### config.mk
export PLATFORM = sky130hd
export DESIGN_NAME = unidade_controle_exibicao
export DESIGN_NICKNAME = d
export VERILOG_FILES = /design/src/rtl/unidade_controle_exibicao.sv
export SDC_FILE = /design/constraint.sdc
export NUM_CORES = 1
export LEC_CHECK = 0
export CORE_ASPECT_RATIO = 0.6
export CORE_MARGIN = 2
export CORE_UTILIZATION = 35
export DETAILED_ROUTE_END_ITERATION = 8
export PLACE_DENSITY = 0.58
export REMOVE_ABC_BUFFERS = 1
export SLEW_MARGIN = 40
export SYNTH_ARGS = -nofsm -noshare
export SYNTH_HDL_FRONTEND = slang
export SYNTH_SLANG_ARGS = --single-unit
### constraint.sdc
create_clock -name clock -period 2.7 [get_ports clock]
set_input_delay 0.675 -clock clock [delete_from_list [all_inputs] [get_ports clock]]
set_output_delay 0.675 -clock clock [all_outputs]
set_load 0.03 [all_outputs]
### src/rtl/unidade_controle_exibicao.sv
// Control unit for the memory game: replays the stored sequence on the LEDs,
// then collects player plays under an inactivity timeout, for a full match.
module unidade_controle_exibicao #(
  parameter int unsigned T_LED     = 1000,
  parameter int unsigned T_APAGA   = 500,
  parameter int unsigned T_INATIVO = 5000
) (
  input  logic       clock,
  input  logic       reset,
  input  logic       iniciar,
  input  logic       jogada,
  input  logic       jogada_igual,
  input  logic       fim_rodada,
  input  logic       fim_jogo,
  output logic       zera_jogada,
  output logic       conta_jogada,
  output logic       zera_rodada,
  output logic       conta_rodada,
  output logic       zeraR,
  output logic       registraR,
  output logic       mostra_leds,
  output logic       ganhou,
  output logic       perdeu,
  output logic       timeout,
  output logic       pronto,
  output logic [3:0] db_estado
);

  localparam int unsigned T_MAX_LA = (T_LED > T_APAGA) ? T_LED : T_APAGA;
  localparam int unsigned T_MAX    = (T_MAX_LA > T_INATIVO) ? T_MAX_LA : T_INATIVO;
  localparam int unsigned TW       = $clog2(T_MAX + 1);

  typedef enum logic [3:0] {
    INICIAL        = 4'h0,
    PREPARACAO     = 4'h1,
    MOSTRA_LED     = 4'h2,
    APAGA_LED      = 4'h3,
    PROXIMO_LED    = 4'h4,
    INICIA_JOGADAS = 4'h5,
    ESPERA_JOGADA  = 4'h6,
    REGISTRA       = 4'h7,
    COMPARA        = 4'h8,
    PROXIMA_JOGADA = 4'h9,
    PROXIMA_RODADA = 4'hA,
    FIM_GANHOU     = 4'hC,
    FIM_TIMEOUT    = 4'hD,
    FIM_PERDEU     = 4'hE
  } estado_t;

  estado_t       estado, estado_prox;
  logic [TW-1:0] timer, timer_prox;

  logic zera_jogada_d, conta_jogada_d, zera_rodada_d, conta_rodada_d;
  logic zeraR_d, registraR_d, mostra_leds_d;
  logic ganhou_d, perdeu_d, timeout_d, pronto_d;

  // Next-state logic
  always_comb begin
    estado_prox = estado;
    case (estado)
      INICIAL:        if (iniciar) estado_prox = PREPARACAO;
      PREPARACAO:     estado_prox = MOSTRA_LED;
      MOSTRA_LED:     if (timer == TW'(T_LED - 1)) estado_prox = APAGA_LED;
      APAGA_LED:
        if (timer == TW'(T_APAGA - 1))
          estado_prox = fim_rodada ? INICIA_JOGADAS : PROXIMO_LED;
      PROXIMO_LED:    estado_prox = MOSTRA_LED;
      INICIA_JOGADAS: estado_prox = ESPERA_JOGADA;
      ESPERA_JOGADA:
        if (jogada)                            estado_prox = REGISTRA;
        else if (timer == TW'(T_INATIVO - 1))  estado_prox = FIM_TIMEOUT;
      REGISTRA:       estado_prox = COMPARA;
      COMPARA:
        if (!jogada_igual)               estado_prox = FIM_PERDEU;
        else if (fim_rodada && fim_jogo) estado_prox = FIM_GANHOU;
        else if (fim_rodada)             estado_prox = PROXIMA_RODADA;
        else                             estado_prox = PROXIMA_JOGADA;
      PROXIMA_JOGADA: estado_prox = ESPERA_JOGADA;
      PROXIMA_RODADA: estado_prox = MOSTRA_LED;
      FIM_GANHOU, FIM_TIMEOUT, FIM_PERDEU:
        if (iniciar) estado_prox = PREPARACAO;
      default:        estado_prox = INICIAL;
    endcase
  end

  // Timer restarts on every state change and only runs in the timed states
  always_comb begin
    timer_prox = '0;
    if (estado_prox == estado &&
        (estado == MOSTRA_LED || estado == APAGA_LED || estado == ESPERA_JOGADA))
      timer_prox = timer + TW'(1);
  end

  // Moore decode of the upcoming state, so registered outputs track the state register
  always_comb begin
    zera_jogada_d  = 1'b0;
    conta_jogada_d = 1'b0;
    zera_rodada_d  = 1'b0;
    conta_rodada_d = 1'b0;
    zeraR_d        = 1'b0;
    registraR_d    = 1'b0;
    mostra_leds_d  = 1'b0;
    ganhou_d       = 1'b0;
    perdeu_d       = 1'b0;
    timeout_d      = 1'b0;
    pronto_d       = 1'b0;
    case (estado_prox)
      PREPARACAO: begin
        zera_jogada_d = 1'b1;
        zera_rodada_d = 1'b1;
        zeraR_d       = 1'b1;
      end
      MOSTRA_LED:     mostra_leds_d = 1'b1;
      PROXIMO_LED:    conta_jogada_d = 1'b1;
      INICIA_JOGADAS: begin
        zera_jogada_d = 1'b1;
        zeraR_d       = 1'b1;
      end
      REGISTRA:       registraR_d = 1'b1;
      PROXIMA_JOGADA: conta_jogada_d = 1'b1;
      PROXIMA_RODADA: begin
        conta_rodada_d = 1'b1;
        zera_jogada_d  = 1'b1;
      end
      FIM_GANHOU: begin
        ganhou_d = 1'b1;
        pronto_d = 1'b1;
      end
      FIM_PERDEU: begin
        perdeu_d = 1'b1;
        pronto_d = 1'b1;
      end
      FIM_TIMEOUT: begin
        timeout_d = 1'b1;
        perdeu_d  = 1'b1;
        pronto_d  = 1'b1;
      end
      default: ;
    endcase
  end

  always_ff @(posedge clock or negedge reset) begin
    if (!reset) begin
      estado       <= INICIAL;
      timer        <= '0;
      zera_jogada  <= 1'b0;
      conta_jogada <= 1'b0;
      zera_rodada  <= 1'b0;
      conta_rodada <= 1'b0;
      zeraR        <= 1'b0;
      registraR    <= 1'b0;
      mostra_leds  <= 1'b0;
      ganhou       <= 1'b0;
      perdeu       <= 1'b0;
      timeout      <= 1'b0;
      pronto       <= 1'b0;
      db_estado    <= 4'h0;
    end else begin
      estado       <= estado_prox;
      timer        <= timer_prox;
      zera_jogada  <= zera_jogada_d;
      conta_jogada <= conta_jogada_d;
      zera_rodada  <= zera_rodada_d;
      conta_rodada <= conta_rodada_d;
      zeraR        <= zeraR_d;
      registraR    <= registraR_d;
      mostra_leds  <= mostra_leds_d;
      ganhou       <= ganhou_d;
      perdeu       <= perdeu_d;
      timeout      <= timeout_d;
      pronto       <= pronto_d;
      db_estado    <= estado_prox;
    end
  end

endmodule

* Word-level counts from Yosys, hierarchy flattened *
Cells that the tools add are included.

operators by class
  shift operators = 0
  bitwise logic cells = 0
  div/mod/pow operators = 0
  magnitude comparators = 0
  reductions and logical operators = 13
  add/sub/neg operators = 1
  $mul = 0
  equality and inequality tests = 27
  multiplexer cells = 22

operator list
  operator               number
  $eq 4x4->1 const B     11
  $pmux 4 s8             1
  $eq 4x3->1 const B     7
  $mux 4                 5
  $add 13x1->13 const B  1
  $eq 13x10->1 const B   1
  $eq 13x13->1 const B   1
  $eq 13x9->1 const B    1
  $mux 13                1
  $eq 4x2->1 const B     3
  $mux 1                 12
  $reduce_or 3->1        3
  $eq 4x1->1 const B     2
  $reduce_or 2->1        4
  $mux 3                 2
  $eq 4x4->1             1
  $logic_not 4->1        1
  $reduce_or 4->1        1
  $logic_and 1x1->1      2
  $logic_or 1x1->1       2
  $mux 2                 1

storage, ports and cells
  bits of input ports = 7
  memories = 0
  flip-flop bits (word level) = 28
  ROM bits = 0
  bits in latches = 0
  RAM bits = 0

* Logic depth before layout (Yosys ltp) *
  depth in word-level cells = 7
  mapped depth = 9

* Least setup slack after synthesis *
No wires, ideal clock.

  path kind = flip-flop to flip-flop
  start point = reg estado[3]
  end point = reg timer[5]
  stages on the path, launching flop included = 10
  period minus slack after synthesis = 2.454 ns
  setup time = 0.081 ns
  path buffers = 3
  setup slack = 0.246 ns
  arrival time = 2.373 ns
  required time = 2.619 ns
  cells stage by stage = dfrtp_1 > clkbuf_1 > and2_1 > o211ai_1 > o31ai_1 > or4_1 > buf_6 > o31a_4 > buf_6 > nor3_4

on the way
  word-level cells in the longest chain between the ends = 6
  elaborated cells on any way between the ends = 28
  classes of those cells = 14 x eq/ne; 7 x mux; 7 x reduce/logical

ends and longest elaborated chain
  what                                                     line  text
  from (decl)                                              50    estado_t estado, estado_prox;
  from (signal assigned)                                   159   estado <= estado_prox;
  $eq 4x4->1, or another cell as far along                 60    case (estado)
  $reduce_or 4->1 (no line), or another cell as far along  n/a
  $pmux 4 s8 *                                             60
  named net estado_prox[0]                                 50
  $eq 4x4->1 *                                             89    if (estado_prox == estado &&
  $logic_and 1x1->1 *                                      89
  $mux 13 *                                                89
  named net timer_prox[5]                                  51    logic [TW-1:0] timer, timer_prox;
  to (signal assigned)                                     160   timer <= timer_prox;
  to (decl)                                                51

Mark *: on every way through the listed nets, which the timed path passes. The rest lies on a longest branch.

* Worst setup path after layout *
  start point = reg timer[0]
  end point = reg timer[4]

on the way
  word-level cells in the longest chain between the ends = 7
  elaborated cells on any way between the ends = 12
  classes of those cells = 1 x add/sub; 4 x eq/ne; 6 x mux; 1 x reduce/logical

ends and longest elaborated chain
  what                     line  text
  $eq 13x13->1             71    else if (timer == TW'(T_INATIVO - 1)) estado_prox = FIM_TIMEOUT;
  $mux 4                   71
  $mux 4                   70    if (jogada) estado_prox = REGISTRA;
  $pmux 4 s8               60
  $eq 4x4->1               89
  $logic_and 1x1->1        89
  $mux 13 *                89
  named net timer_prox[4]  51

Marks and branches as above.

==> metrics <==
Max Buffers Root-to-Sink=2; Buffers & Inverters on Critical Path=0; dpl cell area=1762 µm²; Area contributors post-synth=dfrtp_1 48%, xor2_1 5.4%, nor2_1 3.6%; FF+latch count, synth=28; post-synthesis cell count=148; outcome=completed; ANT nets after route=0; Max transition margin=0.6831; crit start category=flip-flop; Max Clock Skew=0.003437 ns; Die Height=approximately 54 µm; DRC viols=0; number of distinct library cells after synthesis=41; HP Class=flip-flop to flip-flop; grt ovf=0; cell taking the most area after synthesis=dfrtp_1; RSZ-0062 raised after global routing=no; largest net degree at the start of global routing=29; Vias/cell=4.975; layout net count=186; commonest non-fill, non-tap cells in the layout=28 x dfrtp_1, 21 x clkdlybuf4s50_1, 14 x nor2_1, 12 x nand2_1; WHS=0.5738 ns; DP HPWL=2.338 mm; n_diodes=0; syn_area_per_cell=9.917 µm²; TNS Setup=0 ns; Design Area, Final=approximately 1900 µm²; routability cong.=0.8162; Max Cap Viol=0; clk_lat worst skew=roughly 0.28 ns; slowest CP cell=or4_4; Total GRT Usage=0.1485; Slew @ Worst Pin=0.4690 ns; most common cell after layout, fill and taps aside=dfrtp_1; die area=4744 µm²; core footprint=4076 µm²; Pre-Repair DR Iteration Count=4; hold_buf cts=0; CP delay by family, top=simple AND/OR/NAND/NOR gates; Synth Cell Area=around 1500 µm²; fmax=0.3889 GHz; clk root buf=clkbuf_8; CP Class=flip-flop to flip-flop; Critical Path Fanout Max=7; sequential fraction of the synthesis area=0.4774; Layout area overhead=27.54%; vias in the first global route=1049; Initial DRC Count=57; via count=1179; die width=87.60 µm; Finished Core Util=0.4592; Tcrit/Tclk final=0.9525; Routed Wire Length=~3.4 mm; H-tree depth=1; first-pass GRT wire length=5.250 mm; CP endpoint kind=flip-flop; Peak supply drop=0.0003536 V; synth warn=0; Pleak=0.7911 nW; total CTS buffers=3; final setup vio count=0; Post-synth ARST share=1.000; CTS sink cnt=28; Synth top area share=0.4774; Crit path arrival time=between 2 and 3 ns; filler cell count=381; critical path cell sequence=ha_2, nor4b_4, nand4_1, o21a_1, or4_4, o31a_4, nor3_1; number of port buffers=21; Top-Level Pins=22; pwr dens=around 830 nW/µm²; FP Rows=18; share of layout cells above drive strength 1=0.1525; final hold viol count=0; Total Power=1.560 mW; Avg WL per Cell=around 14 µm; Clock transition at path regs=0.10 ns; Initial Util=0.3600; CTS tree=built; Final min period=2.572 ns; initial antenna violation count=0; Synth Flop Type=dfrtp_1; Post-synth EDFFs=0; Slew Limit Fails=0; Worst EP required=2.90 ns; max incr delay on CP=0.55 ns
stage by stage:
stage	instances	setup slack [ns]
2_1_floorplan	141	0.2903
3_3_place_gp	229	0.07846
3_5_place_dp	229	0.06332
4_1_cts	233	0.04135
5_1_grt	237	0.005668
6_report	237	0.1284
worst paths after layout:
kind / startpoint / endpoint / slack [ns] / cells past startpoint
min in group asynchronous: reset / timer[10] / 0.76 / 2
max: timer[0] / timer[4] / 0.13 / 7
max in group asynchronous: reset / zeraR / 1.67 / 2
max reg2reg: timer[0] / timer[4] / 0.13 / 7
min: timer[0] / timer[0] / 0.57 / 2
min reg2reg: timer[0] / timer[0] / 0.57 / 2
cells by family (layout without fill, tap and decap cells):
group / Yosys count / after routing / synth area share
AO/OA/AOI/OAI: 20 / 21 / 0.09805
XOR/XNOR: 12 / 12 / 0.07162
adder cells (fa/ha/maj): 1 / 1 / 0.008524
buffers and inverters: 13 / 41 / 0.04518
flip-flops: 28 / 28 / 0.4774
multiplexers: 1 / 1 / 0.006820
AND/OR/NAND/NOR: 73 / 73 / 0.2924
synthesized netlist by cell type, types with 2 or more instances:
cell / n
nor2_1: 14
or2_2: 2
dfrtp_1: 28
and3_1: 3
and2_1: 5
nand2_1: 12
nor3_2: 4
nand4_1: 3
nand3_1: 10
a21oi_1: 4
clkbuf_1: 2
nor3_1: 6
xor2_1: 9
buf_6: 2
nor2b_1: 3
buf_2: 2
a32oi_1: 2
inv_1: 6
xnor2_1: 3
nor4bb_1: 2
nor3b_1: 2
o21ai_0: 5
state kept, by name (all words and copies together) (netlist names):
register	count
mostra_leds	1
pronto	1
ganhou	1
conta_jogada	1
timer	13
registraR	1
zeraR	1
timeout	1
perdeu	1
estado	4
conta_rodada	1
zera_jogada	1
zera_rodada	1
routing by layer:
metal / up-vias / GRT usage / part of all wire
li1: 579 / - / -
met1: 560 / 0.2279 / 0.52
met2: 38 / 0.2071 / 0.41
met3: 2 / 0.03374 / 0.072
met4: 0 / 0.03846 / 0.0036
met5: - / 0 / 0
timing repair:
| action | 4_1_cts | 5_1_grt |
|---|---|---|
| endpoints found under the setup margin | 0 | 11 |
| gates resized for setup | 0 | 2 |
| buffers inserted | 0 | 3 |
cell type report:
type,instances,area (µm²),share of cell area
clock buffers,3,41.29,0.02206
clock inverters,1,30.03,0.01604
well taps,60,75.07,0.04011
inverters,6,22.52,0.01203
flip-flops and latches,28,700.7,0.3743
repair buffers,31,285.3,0.1524
multi-input cells,108,716.9,0.3830
where the power goes:
group | internal [mW] | switching, mW
Sequential | 0.473 | 0.0705
Clock | 0.199 | 0.136
Combinational | 0.288 | 0.393
worst min-delay path, delay by kind of cell (launching register included):
kind                   cells  cell delay, ns
buffers and inverters      1            0.12
flip-flops                 1            0.39
AND/OR/NAND/NOR            1            0.03
(Power assumes the default switching activity.)
